File: src/rtl/bus_arbiter.sv
// Two-master (IFU/LSU) round-robin arbiter onto a single valid/ready memory slave.
// One outstanding transaction at a time; a per-transaction watchdog aborts a stalled slave with an error.
module bus_arbiter #(
  parameter int unsigned TIMEOUT = 256
) (
  input  logic        clk,
  input  logic        reset,
  input  logic        ifu_req_valid,
  output logic        ifu_req_ready,
  input  logic [31:0] ifu_addr,
  output logic        ifu_resp_valid,
  input  logic        ifu_resp_ready,
  output logic [31:0] ifu_rdata,
  output logic        ifu_err,
  input  logic        lsu_req_valid,
  output logic        lsu_req_ready,
  input  logic [31:0] lsu_addr,
  input  logic        lsu_wen,
  input  logic [31:0] lsu_wdata,
  input  logic [3:0]  lsu_wstrb,
  output logic        lsu_resp_valid,
  input  logic        lsu_resp_ready,
  output logic [31:0] lsu_rdata,
  output logic        lsu_err,
  output logic        s_req_valid,
  input  logic        s_req_ready,
  output logic [31:0] s_addr,
  output logic [31:0] s_wdata,
  output logic        s_wen,
  output logic [3:0]  s_wstrb,
  input  logic        s_resp_valid,
  output logic        s_resp_ready,
  input  logic [31:0] s_rdata,
  input  logic        s_err,
  output logic [1:0]  grant,
  output logic        busy
);

  localparam int unsigned CNT_W = ($clog2(TIMEOUT + 1) > 8) ? $clog2(TIMEOUT + 1) : 8;
  localparam logic [CNT_W-1:0] CNT_LAST = CNT_W'(TIMEOUT - 1);

  typedef enum logic [1:0] {ST_IDLE, ST_REQ, ST_RESP, ST_ERR} state_t;

  state_t           r_state;
  state_t           w_nxt_state;
  logic             r_gnt_lsu;
  logic             r_last_lsu;
  logic [31:0]      r_addr;
  logic [31:0]      r_wdata;
  logic             r_wen;
  logic [3:0]       r_wstrb;
  logic [CNT_W-1:0] r_cnt;

  logic w_pick_lsu;
  logic w_accept;
  logic w_done;
  logic w_m_resp_ready;
  logic w_timeout;

  // LSU wins when alone, or on a tie when IFU was served last.
  assign w_pick_lsu     = lsu_req_valid && (!ifu_req_valid || r_last_lsu == 1'b0);
  assign w_m_resp_ready = r_gnt_lsu ? lsu_resp_ready : ifu_resp_ready;
  assign w_timeout      = (r_cnt == CNT_LAST);

  // State register plus the request latch, watchdog and round-robin history.
  always_ff @(posedge clk or posedge reset) begin
    if (reset) begin
      r_state    <= ST_IDLE;
      r_gnt_lsu  <= 1'b0;
      r_last_lsu <= 1'b0;
      r_addr     <= 32'd0;
      r_wdata    <= 32'd0;
      r_wen      <= 1'b0;
      r_wstrb    <= 4'd0;
      r_cnt      <= '0;
    end else begin
      r_state <= w_nxt_state;
      if (w_accept) begin
        r_gnt_lsu <= w_pick_lsu;
        r_cnt     <= '0;
        if (w_pick_lsu) begin
          r_addr  <= lsu_addr;
          r_wdata <= lsu_wdata;
          r_wen   <= lsu_wen;
          r_wstrb <= lsu_wstrb;
        end else begin
          r_addr  <= ifu_addr;
          r_wdata <= 32'd0;
          r_wen   <= 1'b0;
          r_wstrb <= 4'd0;
        end
      end else if (r_state == ST_REQ || r_state == ST_RESP) begin
        r_cnt <= r_cnt + CNT_W'(1);
      end
      if (w_done) begin
        r_last_lsu <= r_gnt_lsu;
      end
    end
  end

  // Next-state and all handshake/data outputs.
  always_comb begin
    w_nxt_state    = r_state;
    w_accept       = 1'b0;
    w_done         = 1'b0;
    ifu_req_ready  = 1'b0;
    lsu_req_ready  = 1'b0;
    ifu_resp_valid = 1'b0;
    ifu_rdata      = 32'd0;
    ifu_err        = 1'b0;
    lsu_resp_valid = 1'b0;
    lsu_rdata      = 32'd0;
    lsu_err        = 1'b0;
    s_req_valid    = 1'b0;
    s_addr         = 32'd0;
    s_wdata        = 32'd0;
    s_wen          = 1'b0;
    s_wstrb        = 4'd0;
    s_resp_ready   = 1'b0;
    grant          = 2'b00;
    busy           = 1'b0;

    if (r_state != ST_IDLE) begin
      grant = r_gnt_lsu ? 2'b10 : 2'b01;
      busy  = 1'b1;
    end

    case (r_state)
      ST_IDLE: begin
        // Reset gating keeps req_ready low while reset is held.
        if (!reset && (ifu_req_valid || lsu_req_valid)) begin
          w_accept    = 1'b1;
          w_nxt_state = ST_REQ;
          if (w_pick_lsu) lsu_req_ready = 1'b1;
          else            ifu_req_ready = 1'b1;
        end
      end
      ST_REQ: begin
        s_req_valid = 1'b1;
        s_addr      = r_addr;
        s_wdata     = r_wdata;
        s_wen       = r_wen;
        s_wstrb     = r_wstrb;
        if (s_req_ready)    w_nxt_state = ST_RESP;
        else if (w_timeout) w_nxt_state = ST_ERR;
      end
      ST_RESP: begin
        s_resp_ready = w_m_resp_ready;
        if (r_gnt_lsu) begin
          lsu_resp_valid = s_resp_valid;
          lsu_rdata      = s_rdata;
          lsu_err        = s_err;
        end else begin
          ifu_resp_valid = s_resp_valid;
          ifu_rdata      = s_rdata;
          ifu_err        = s_err;
        end
        if (s_resp_valid && w_m_resp_ready) begin
          w_done      = 1'b1;
          w_nxt_state = ST_IDLE;
        end else if (w_timeout) begin
          w_nxt_state = ST_ERR;
        end
      end
      ST_ERR: begin
        if (r_gnt_lsu) begin
          lsu_resp_valid = 1'b1;
          lsu_err        = 1'b1;
        end else begin
          ifu_resp_valid = 1'b1;
          ifu_err        = 1'b1;
        end
        if (w_m_resp_ready) begin
          w_done      = 1'b1;
          w_nxt_state = ST_IDLE;
        end
      end
      default: w_nxt_state = ST_IDLE;
    endcase
  end

endmodule

File: config.mk
export PLATFORM = sky130hd
export DESIGN_NAME = bus_arbiter
export DESIGN_NICKNAME = d
export VERILOG_FILES = /design/src/rtl/bus_arbiter.sv
export SDC_FILE = /design/constraint.sdc
export NUM_CORES = 1
export LEC_CHECK = 0
export ABC_CLOCK_PERIOD_IN_PS = 2800
export BUFFER_PORTS_ARGS = -buffer_cell sky130_fd_sc_hd__buf_2
export CORE_UTILIZATION = 30
export CTS_CLUSTER_SIZE = 25
export DETAILED_ROUTE_END_ITERATION = 10
export REMOVE_ABC_BUFFERS = 1
export SETUP_SLACK_MARGIN = 0.05
export SLEW_MARGIN = 20
export SYNTH_ARGS = -nofsm -noshare
export SYNTH_HDL_FRONTEND = slang
export SYNTH_SLANG_ARGS = --single-unit
export TNS_END_PERCENT = 30
File: constraint.sdc
create_clock -name clk -period 2.8 [get_ports clk]
set_input_delay 0.56 -clock clk [delete_from_list [all_inputs] [get_ports clk]]
set_output_delay 0.56 -clock clk [all_outputs]
set_load 0.005 [all_outputs]
## Word-level counts from Yosys, hierarchy flattened

Cells that the tools add are included.

- Add/subtract/negate cells: 1
- Eq/ne operators: 6
- Mux-type cells: 47
- Bitwise gates (word level): 1
- Reductions and logical operators: 12

Operators by type and width:

| cell | count |
|---|---|
| 32-bit 2-to-1 mux | 8 |
| 1-bit 2-to-1 mux | 22 |
| 9-bit 2-to-1 mux | 2 |
| 2-bit 2-to-1 mux | 7 |
| 1-bit one-hot mux with 2 select lines | 5 |
| 9-bit by 1-bit adder with 9-bit output (second input constant) | 1 |
| 9-bit by 8-bit == test with 1-bit output (second input constant) | 1 |
| 4-bit 2-to-1 mux | 2 |
| 2-bit one-hot mux with 4 select lines | 1 |
| 2-bit == test (second input constant) | 2 |
| 2-bit != test (second input constant) | 2 |
| 2-bit nonzero test | 2 |
| 1-bit logical AND | 3 |
| 1-bit logical OR | 3 |
| 2-bit by 1-bit == test with 1-bit output (second input constant) | 1 |
| 1-bit zero test | 2 |
| 2-bit zero test | 1 |
| 2-bit AND reduction | 1 |
| 1-bit NOT | 1 |

- Output and inout port bits: 144
- Bits in registers: 82

## Logic depth before layout (Yosys ltp)

Gate-level depths: netlist (run 1).

- Word-level depth: 6
- Gate-level depth with buffers: 8

## Least setup slack after synthesis (run 1)

No wires, ideal clock.

- Path type: reg2out
- From: reg r_state[0]
- To: out ifu_req_ready
- Data arrival time: 1.401 ns
- Stages on the path, launching flop included: 8
- Path slack: 0.839 ns
- Required time: 2.240 ns
- Buffers on the path: 2
- Cells stage by stage: dfrtp_1 inv_1 ha_1 inv_2 or2_4 buf_6 buf_6 nor2_2

- Longest elaborated chain between the ends: 2

RTL lines:

| element | line | source |
|---|---|---|
| start, declared | 44 | `state_t r_state;` |
| start signal, assigned | 77 | `r_state <= w_nxt_state;` |
| 2-bit zero test | 128 | `case (r_state)` |
| 1-bit 2-to-1 mux | 128 |  |
| end, declared | 9 | `output logic ifu_req_ready,` |

Every way passes these cells.

## Worst setup path after layout (run 1)

Ends and elaborated chain as after synthesis.

==> results of run 1 <==
sequential cells by signal, summed over array words and instances, names as in the netlist:
name / flops
r_gnt_lsu: 1
r_wen: 1
r_last_lsu: 1
r_cnt: 9
r_wdata: 32
r_wstrb: 4
r_addr: 32
r_state: 2
metal layers:
metal,GRT usage,vias to the layer above,wire length (um)
met2,0.331,200,7550
met4,0.0966,0,328
li1,-,2295,-
met1,0.203,2066,6030
met5,0,-,0
met3,0.0369,20,932
area by class of cell:
class / count / share of cell area
multi-input combinational: 409 / 0.362
sequential: 82 / 0.313
timing repair buffer: 298 / 0.240
tap: 211 / 0.0403
clock buffer: 11 / 0.0370
inverter: 5 / 0.00305
clock inverter: 3 / 0.00267
antenna: 5 / 0.00191
stage by stage:
stage	instances	setup slack, ns	total power, mW	setup TNS (ns)
finish	1024	0.375	5.42	0
global route	1023	0.253	5.88	0
CTS	1019	0.338	5.51	0
detailed placement	1005	0.623	4.41	0
global placement	1005	0.622	4.38	0
floorplan	496	-2.29	3.27	-131.65
synth_stat cells (3+ instances only):
cell type	instances
a21oi_1	8
and2_1	103
and3_1	32
buf_2	3
buf_4	8
buf_6	8
clkbuf_1	24
dfrtp_1	82
ha_1	6
inv_1	4
mux2i_1	34
nand2_1	112
nand3_1	38
nor2_1	11
nor2b_1	5
o21ai_0	3
o21ai_1	32
or3_1	3
xor2_1	3
worst reg2reg max path, delay by kind of cell, from the launching register on:
kind            cells  cell delay [ns]
compound gates      1             0.31
fa+ha+maj           1             0.26
buf+inv             3             0.43
flops               1             0.41
simple gates        1             0.36
logic make-up after synthesis:
kind of cell             share of synthesized area
buffers and inverters                       0.0613
adder cells (fa/ha/maj)                     0.0160
flip-flops                                   0.437
multiplexers                                0.0725
AND/OR/NAND/NOR                              0.343
XOR/XNOR                                   0.00746
AO/OA/AOI/OAI                               0.0624
power groups by stage:
stage	Clock, mW	Sequential [mW]	Combinational, mW
after floorplan	0	1.89	1.38
after global placement	0	1.96	2.42
after detailed placement	0	1.96	2.44
after CTS	1.11	1.95	2.45
after global routing	1.16	2.02	2.70
final	1.07	1.95	2.39
worst max path at each step:
| stage | from | endpoint | slack, ns | depth (start not counted) |
|---|---|---|---|---|
| after detailed placement | ifu_req_valid | ifu_req_ready | 0.62 | 5 |
| after global placement | ifu_req_valid | ifu_req_ready | 0.62 | 5 |
| final | r_state[0]$_DFFE_PP0P_ | ifu_req_ready | 0.37 | 6 |
| after global routing | r_state[0]$_DFFE_PP0P_ | ifu_req_ready | 0.25 | 6 |
| after floorplan | lsu_req_valid | lsu_req_ready | -2.29 | 2 |
| after CTS | r_state[0]$_DFFE_PP0P_ | ifu_req_ready | 0.34 | 6 |
==> results.yml, run 1 <==
floorplanning:
  die_h_um: 127
  rows: 45
  die_area_um2: 16200
  core-area_um2: 15300
  start_util: 0.308
  io_pins: 286
  die_x_um: 127
global_route:
  grt_pass1_wl_um: 22700
  grt_max_degree: 88
  grt-ovfl-total: 0
  grt_pass1_vias: 4302
  track_usage: 0.183
  antenna_found_initial: 6
cells_and_area:
  drive_gt1_frac: 0.396
  seq_area_um2: 2050
  final_common_cell: "buf_2"
  area_growth_syn_to_layout_pct: 39.7
  multi_input_area_um2: 2380
  n_fill_cell: 1660
  final_cell_mix: "285 x buf_2, 112 x nand2_1, 103 x and2_1"
  finalCoreUtilization: 0.430
  final_area_um2: 6560
  nets: 953
sta:
  fin_crit_sh: 0.866
  max_slew.worst_pin.slew_ns: 0.539
  holdWs_ns: 0.247
  max_freq_mhz: 412
  rsz0062_at_grt: "false"
  fin_skew_ns: 0.00500
  fin_crit_ns: 2.43
  setup_viol_count_final: 0
  drv_slew: 0
  hold_viol: 0
  slew_headroom: 0.640
detailed_routing:
  routed_wirelength_um: 14800
  ant_nets: 0
  routedWlPerCell_um: 14.5
  firstDrtPassIters: 4
  drt_iter0_drc: 154
  route.detailed.drc: 0
  num_vias: 4581
  viasPerCell: 4.47
setup_path:
  cp_slowest_cell: "dfrtp_1"
  crit_fanout: 17
  crit_family: "simple AND/OR/NAND/NOR gates"
  slowest_delay_ns: 0.41
  cp_data_required_time_ns: 2.24
  path_cells: "inv_1 > ha_1 > inv_2 > or2_4 > nor2_2 > buf_2"
  r2r_slack_ns: 0.92
  path_class: "reg -> out"
  reg2regPathDepth: 6
  rr_endpoint: "r_gnt_lsu$_DFFE_PP0P_"
  worst-path-buf-inv: 3
  arrival_ns: 1.87
  worst_r2r_startpoint: "r_state[0]$_DFFE_PP0P_"
  cp-start-kind: "flip-flop"
  end_kind: "output port"
yosys:
  ys_types: 36
  ys_async_sr_fraction: 1.00
  synth_area_um2: 4690
  ys_ff_latch: 82
  ys.flop_type: "dfrtp_1"
  yosysTopAreaCellShare: 0.437
  syn_inst: 540
  synth_top_cell_by_area: "dfrtp_1"
  synth_edf_count: 0
  avgSynthCellArea_um2: 8.69
  synth_area_leaders: "dfrtp_1 44%, and2_1 14%, nand2_1 9.0%, mux2i_1 7.2%, and3_1 4.3%"
  ys_seq_area_frac: 0.437
  ys_warn_count: 0
clock_tree:
  clk-insertion-delay-late_ns: 0.33
  hold_buffers: 0
  cts_buffers: 9
  cts_setup_buffers: 0
  root_buffer: "clkbuf_16"
  path_clk_slew_ns: 0.06
  ctsHtreeMaxLevel: 3
  cts_tree: "done"
  ctsResizeCount: 0
  cts_max_path_buffers: 2
  cts_num_sinks: 82
power_and_ir_drop:
  power_density_nw_per_um2: 826
  p_switching_mw: 2.05
  power_frac_comb: 0.442
  ir_drop_mv: 0.298
  p_seq_frac: 0.360
  clkPwrFrac: 0.198
  intPower_mw: 3.36
  p_sw_frac: 0.379
  leakagePower_nw: 3.91
hold_path:
  hold_path_class: "in -> async"
place:
  place_congestion: 0.749
  dp_hpwl_um: 11100
  port_buffers: 285
  dpl_cell_area_um2: 6290
status:
  status: "finished clean"
job:
  maxCapViolations: 0
Note: power is estimated with default switching activity, not from simulation.
==> inputs of run 2 (changes only) <==
--- a/config.mk
+++ b/config.mk
@@ -5,6 +5,7 @@
 export SDC_FILE = /design/constraint.sdc
 export NUM_CORES = 1
 export LEC_CHECK = 0
+export ABC_AREA = 1
 export ABC_CLOCK_PERIOD_IN_PS = 2800
 export BUFFER_PORTS_ARGS = -buffer_cell sky130_fd_sc_hd__buf_2
 export CORE_UTILIZATION = 30
==> results.yml, run 2 <==
status:
  status: "finished with violations"
  failed_checks: "design-rule violations"
sta:
  setup_viol_count_final: 0
  fin_crit_sh: 0.867
  max_slew.worst_pin.slew_ns: 0.626
  fin_skew_ns: 0.00722
  rsz0062_at_grt: "false"
  hold_viol: 0
  max_freq_mhz: 412
  drv_slew: 0
  slew_headroom: 0.582
  fin_crit_ns: 2.43
  timing.setup.tns_ns: 0
floorplanning:
  rows: 44
  die_area_um2: 15700
  core-area_um2: 14700
  die_h_um: 125
  die_x_um: 125
  start_util: 0.311
  io_pins: 286
yosys:
  avgSynthCellArea_um2: 6.53
  synth_area_um2: 4570
  synth_area_leaders: "dfrtp_1 45%, nand2_1 26%, inv_1 10%, nor2_1 6.5%, nand3_1 4.4%"
  yosysTopAreaCellShare: 0.449
  ys_ff_latch: 82
  ys_async_sr_fraction: 1.00
  yosysMostFrequentCell: "nand2_1"
  synthTopCellsByCount: "314 x nand2_1, 123 x inv_1, 82 x dfrtp_1"
  ys_types: 20
  synth_top_cell_by_area: "dfrtp_1"
  ys_seq_area_frac: 0.449
  ys.flop_type: "dfrtp_1"
  ys_warn_count: 0
  synth_edf_count: 0
  syn_inst: 700
setup_path:
  worst_r2r_startpoint: "r_state[0]$_DFFE_PP0P_"
  crit_fanout: 13
  end_kind: "output port"
  cp-start-kind: "flip-flop"
  worstSetupStartpoint: "r_state[0]$_DFFE_PP0P_"
  arrival_ns: 1.87
  cp_data_required_time_ns: 2.24
  path_class: "reg -> out"
global_route:
  grt_pass1_vias: 4690
  grt_pass1_wl_um: 23300
  grt-ovfl-total: 0
  grt_max_degree: 52
  track_usage: 0.187
  antenna_found_initial: 2
detailed_routing:
  num_vias: 5042
  ant_nets: 0
  drt_iter0_drc: 247
  routedWlPerCell_um: 12.5
  firstDrtPassIters: 10
  route.detailed.drc: 23
  viasPerCell: 4.34
  routed_wirelength_um: 14500
clock_tree:
  cts_setup_buffers: 0
  cts_buffers: 9
  cts_max_path_buffers: 2
  cts_tree: "done"
  ctsHtreeMaxLevel: 3
  root_buffer: "clkbuf_16"
  hold_buffers: 0
  clk-insertion-delay-late_ns: 0.34
  cts_num_sinks: 82
  ctsResizeCount: 0
  path_clk_slew_ns: 0.06
cells_and_area:
  nets: 1123
  diodes: 0
  area_growth_syn_to_layout_pct: 41.9
  drive_gt1_frac: 0.327
  reg_top3: "r_addr: 32 flops, r_wdata: 32 flops, r_cnt: 9 flops"
  n_fill_cell: 1611
  final_cell_mix: "314 x nand2_1, 285 x buf_2, 122 x inv_1"
  final_common_cell: "nand2_1"
hold_path:
  hold_path_class: "in -> async"
job:
  maxCapViolations: 0
power_and_ir_drop:
  total_power_mw: 5.45
  power_density_nw_per_um2: 840
  ir_drop_mv: 0.379
  leakagePower_nw: 4.50
place:
  dp_hpwl_um: 10900
  port_buffers: 285
  place_congestion: 0.814
run 2: cell types whose count changed after synthesis, moves of 8 or more:
cell      change
and3_1       -32
buf_6         -8
o21ai_1      -32
and2_1      -103
nor2_1       +68
clkbuf_1     -14
buf_2        +11
inv_1       +119
nand2_1     +202
mux2i_1      -34
run 2: cells by family after synthesis:
| logic type | Yosys count | share of synthesized area |
|---|---|---|
| and+or+nand+nor | 440 | 0.379 |
| AOI/OAI and AO/OA | 14 | 0.0161 |
| buffers and inverters | 157 | 0.137 |
| xor gates and xnor gates | 1 | 0.00192 |
| adders and majority gates | 6 | 0.0164 |
| DFF | 82 | 0.449 |
run 2: area by class of cell:
type                       count  area, um2  share of cell area
tap                          184        230              0.0355
sequential                    82       2050               0.316
clock buffer                   9        225              0.0347
multi-input combinational    461       1900               0.292
inverter                     125        473              0.0729
clock inverter                 6       90.1              0.0139
timing repair buffer         296       1520               0.235
run 2: stage by stage:
stage / hold slack (ns) / util / worst slack (ns) / instances / area, um2
after floorplan: 0.449 / - / -1.51 / 668 / 4420
after global placement: 0.462 / 0.420 / 0.752 / 1148 / 6170
after global routing: 0.386 / 0.441 / 0.244 / 1163 / 6490
after CTS: 0.353 / 0.441 / 0.345 / 1163 / 6490
final: 0.337 / 0.441 / 0.373 / 1163 / 6490
after detailed placement: 0.465 / 0.420 / 0.714 / 1148 / 6170
run 2: report_power, final:
group | internal, mW | switching (mW) | leakage, nW
registers | 1.71 | 0.320 | 1.06
logic | 0.885 | 1.27 | 3.29
clock network | 0.781 | 0.488 | 0.152
total | 3.37 | 2.08 | 4.50
run 2: final timing paths:
check	slack, ns	end	cells past startpoint
max	0.37	lsu_req_ready	7
min	0.34	r_addr[14]$_DFFE_PP0P_	3
max reg2reg	0.88	r_addr[10]$_DFFE_PP0P_	9
min reg2reg	0.48	r_wdata[21]$_DFFE_PP0P_	2
max in group asynchronous	1.47	r_wstrb[2]$_DFFE_PP0P_	4
min in group clk	0.41	r_wdata[4]$_DFFE_PP0P_	3
run 2: routing by layer:
layer  routed length (um)  global-route usage  vias up
li1                     -                   -     2567
met1                 6160               0.222     2249
met2                 6870               0.319      203
met3                 1190              0.0526       21
met4                  304              0.0753        2
met5                   13                   0        -
run 2: worst max-delay path, stage by stage, from the launching register on:
cell     delay [ns]
dfrtp_1        0.40
inv_1          0.12
ha_1           0.25
inv_2          0.09
nor2_4         0.14
inv_4          0.09
nor2_4         0.27
buf_2          0.18
==> inputs of run 3 (changes only) <==
--- a/config.mk
+++ b/config.mk
@@ -11,7 +11,6 @@
 export CORE_UTILIZATION = 30
 export CTS_CLUSTER_SIZE = 25
 export DETAILED_ROUTE_END_ITERATION = 10
-export REMOVE_ABC_BUFFERS = 1
 export SETUP_SLACK_MARGIN = 0.05
 export SLEW_MARGIN = 20
 export SYNTH_ARGS = -nofsm -noshare
==> results.yml, run 3 (synthesized netlist as in run 2, its figures left out) <==
status:
  status: "finished with violations"
  failed_checks: "design-rule violations"
setup_path:
  r2r_slack_ns: 0.75
  cp-start-kind: "flip-flop"
  cp_data_required_time_ns: 2.24
  crit_fanout: 20
  reg2regPathDepth: 8
  path_class: "reg -> out"
  arrival_ns: 1.85
  end_kind: "output port"
  rr_endpoint: "r_cnt[4]$_DFFE_PP0P_"
  worst_r2r_startpoint: "r_state[0]$_DFFE_PP0P_"
clock_tree:
  cts_max_path_buffers: 2
  clk-insertion-delay-late_ns: 0.34
  cts_buffers: 9
  ctsHtreeMaxLevel: 3
  cts_setup_buffers: 0
  ctsResizeCount: 0
  cts_num_sinks: 82
  cts_tree: "done"
  root_buffer: "clkbuf_16"
  path_clk_slew_ns: 0.07
  hold_buffers: 0
global_route:
  track_usage: 0.190
  grt_pass1_wl_um: 23400
  grt_pass1_vias: 4761
  antenna_found_initial: 1
  grt-ovfl-total: 0
  grt_max_degree: 79
cells_and_area:
  reg_top3: "r_addr: 32 flops, r_wdata: 32 flops, r_cnt: 9 flops"
  final_area_um2: 6470
  drive_gt1_frac: 0.327
  final_common_cell: "nand2_1"
  multi_input_area_um2: 1900
  n_fill_cell: 1588
  finalCoreUtilization: 0.440
  area_growth_syn_to_layout_pct: 41.4
  nets: 1123
  seq_area_um2: 2050
  final_cell_mix: "314 x nand2_1, 285 x buf_2, 122 x inv_1"
  final_cells: 1165
floorplanning:
  rows: 44
  core-area_um2: 14700
  die_area_um2: 15700
  io_pins: 286
  start_util: 0.311
  die_h_um: 125
  die_x_um: 125
sta:
  max_slew.worst_pin.slew_ns: 0.834
  max_freq_mhz: 414
  fin_skew_ns: 0.00932
  fin_crit_ns: 2.41
  fin_crit_sh: 0.862
  setup_viol_count_final: 0
  rsz0062_at_grt: "false"
  drv_slew: 0
  slew_headroom: 0.444
  finalWorstSetupSlack_ns: 0.385
  holdWs_ns: 0.412
  timing.setup.tns_ns: 0
  hold_viol: 0
detailed_routing:
  routed_wirelength_um: 14600
  routedWlPerCell_um: 12.5
  ant_nets: 0
  num_vias: 4991
  route.detailed.drc: 46
  viasPerCell: 4.28
  firstDrtPassIters: 8
  drt_iter0_drc: 229
place:
  dpl_cell_area_um2: 6190
  dp_hpwl_um: 10800
  place_congestion: 0.769
  place_ws_ns: 0.615
  port_buffers: 285
  dpl.cell_count: 1148
hold_path:
  hold_end: "r_wdata[21]$_DFFE_PP0P_"
  hold_path_class: "in -> reg"
  hp-start: "lsu_wdata[21]"
  min_path_cells: 3
power_and_ir_drop:
  ir_drop_mv: 0.346
  total_power_mw: 5.32
  leakagePower_nw: 4.47
  power_density_nw_per_um2: 823
job:
  maxCapViolations: 0
yosys:
  synth_nets: 848
-- run 3: worst max-delay path by stage --
stage | startpoint | to | slack, ns | cells past startpoint
final | r_state[1]$_DFFE_PP0P_ | s_addr[26] | 0.39 | 6
after floorplan | reset | ifu_req_ready | -0.12 | 6
after global routing | r_state[1]$_DFFE_PP0P_ | s_addr[26] | 0.19 | 6
after global placement | reset | r_cnt[4]$_DFFE_PP0P_ | 0.60 | 8
after CTS | r_state[1]$_DFFE_PP0P_ | s_addr[26] | 0.32 | 6
after detailed placement | reset | r_cnt[4]$_DFFE_PP0P_ | 0.61 | 8
-- run 3: power by group --
group	total (mW)	switching, mW	internal (mW)
clock network	1.12	0.509	0.611
logic	2.21	1.28	0.925
registers	2.00	0.291	1.71
-- run 3: cell type report --
cell class | instances | area share
timing repair buffer | 296 | 0.237
clock inverter | 6 | 0.00774
antenna | 1 | 0.000387
multi-input combinational | 461 | 0.293
tap | 184 | 0.0356
inverter | 125 | 0.0735
sequential | 82 | 0.317
clock buffer | 10 | 0.0354
-- run 3: critical path, cell delays in order (launching register included) --
cell	delay, ns
dfrtp_1	0.41
inv_1	0.11
ha_2	0.49
buf_4	0.28
nand2_1	0.07
inv_1	0.05
buf_2	0.11
-- run 3: per-layer routing --
metal  up-vias  share of wire  global-route usage
met2       196           0.50               0.342
met5         -              0                   0
met1      2221           0.40               0.214
met3         7          0.091              0.0548
li1       2567              -                   -
met4         0          0.010              0.0610
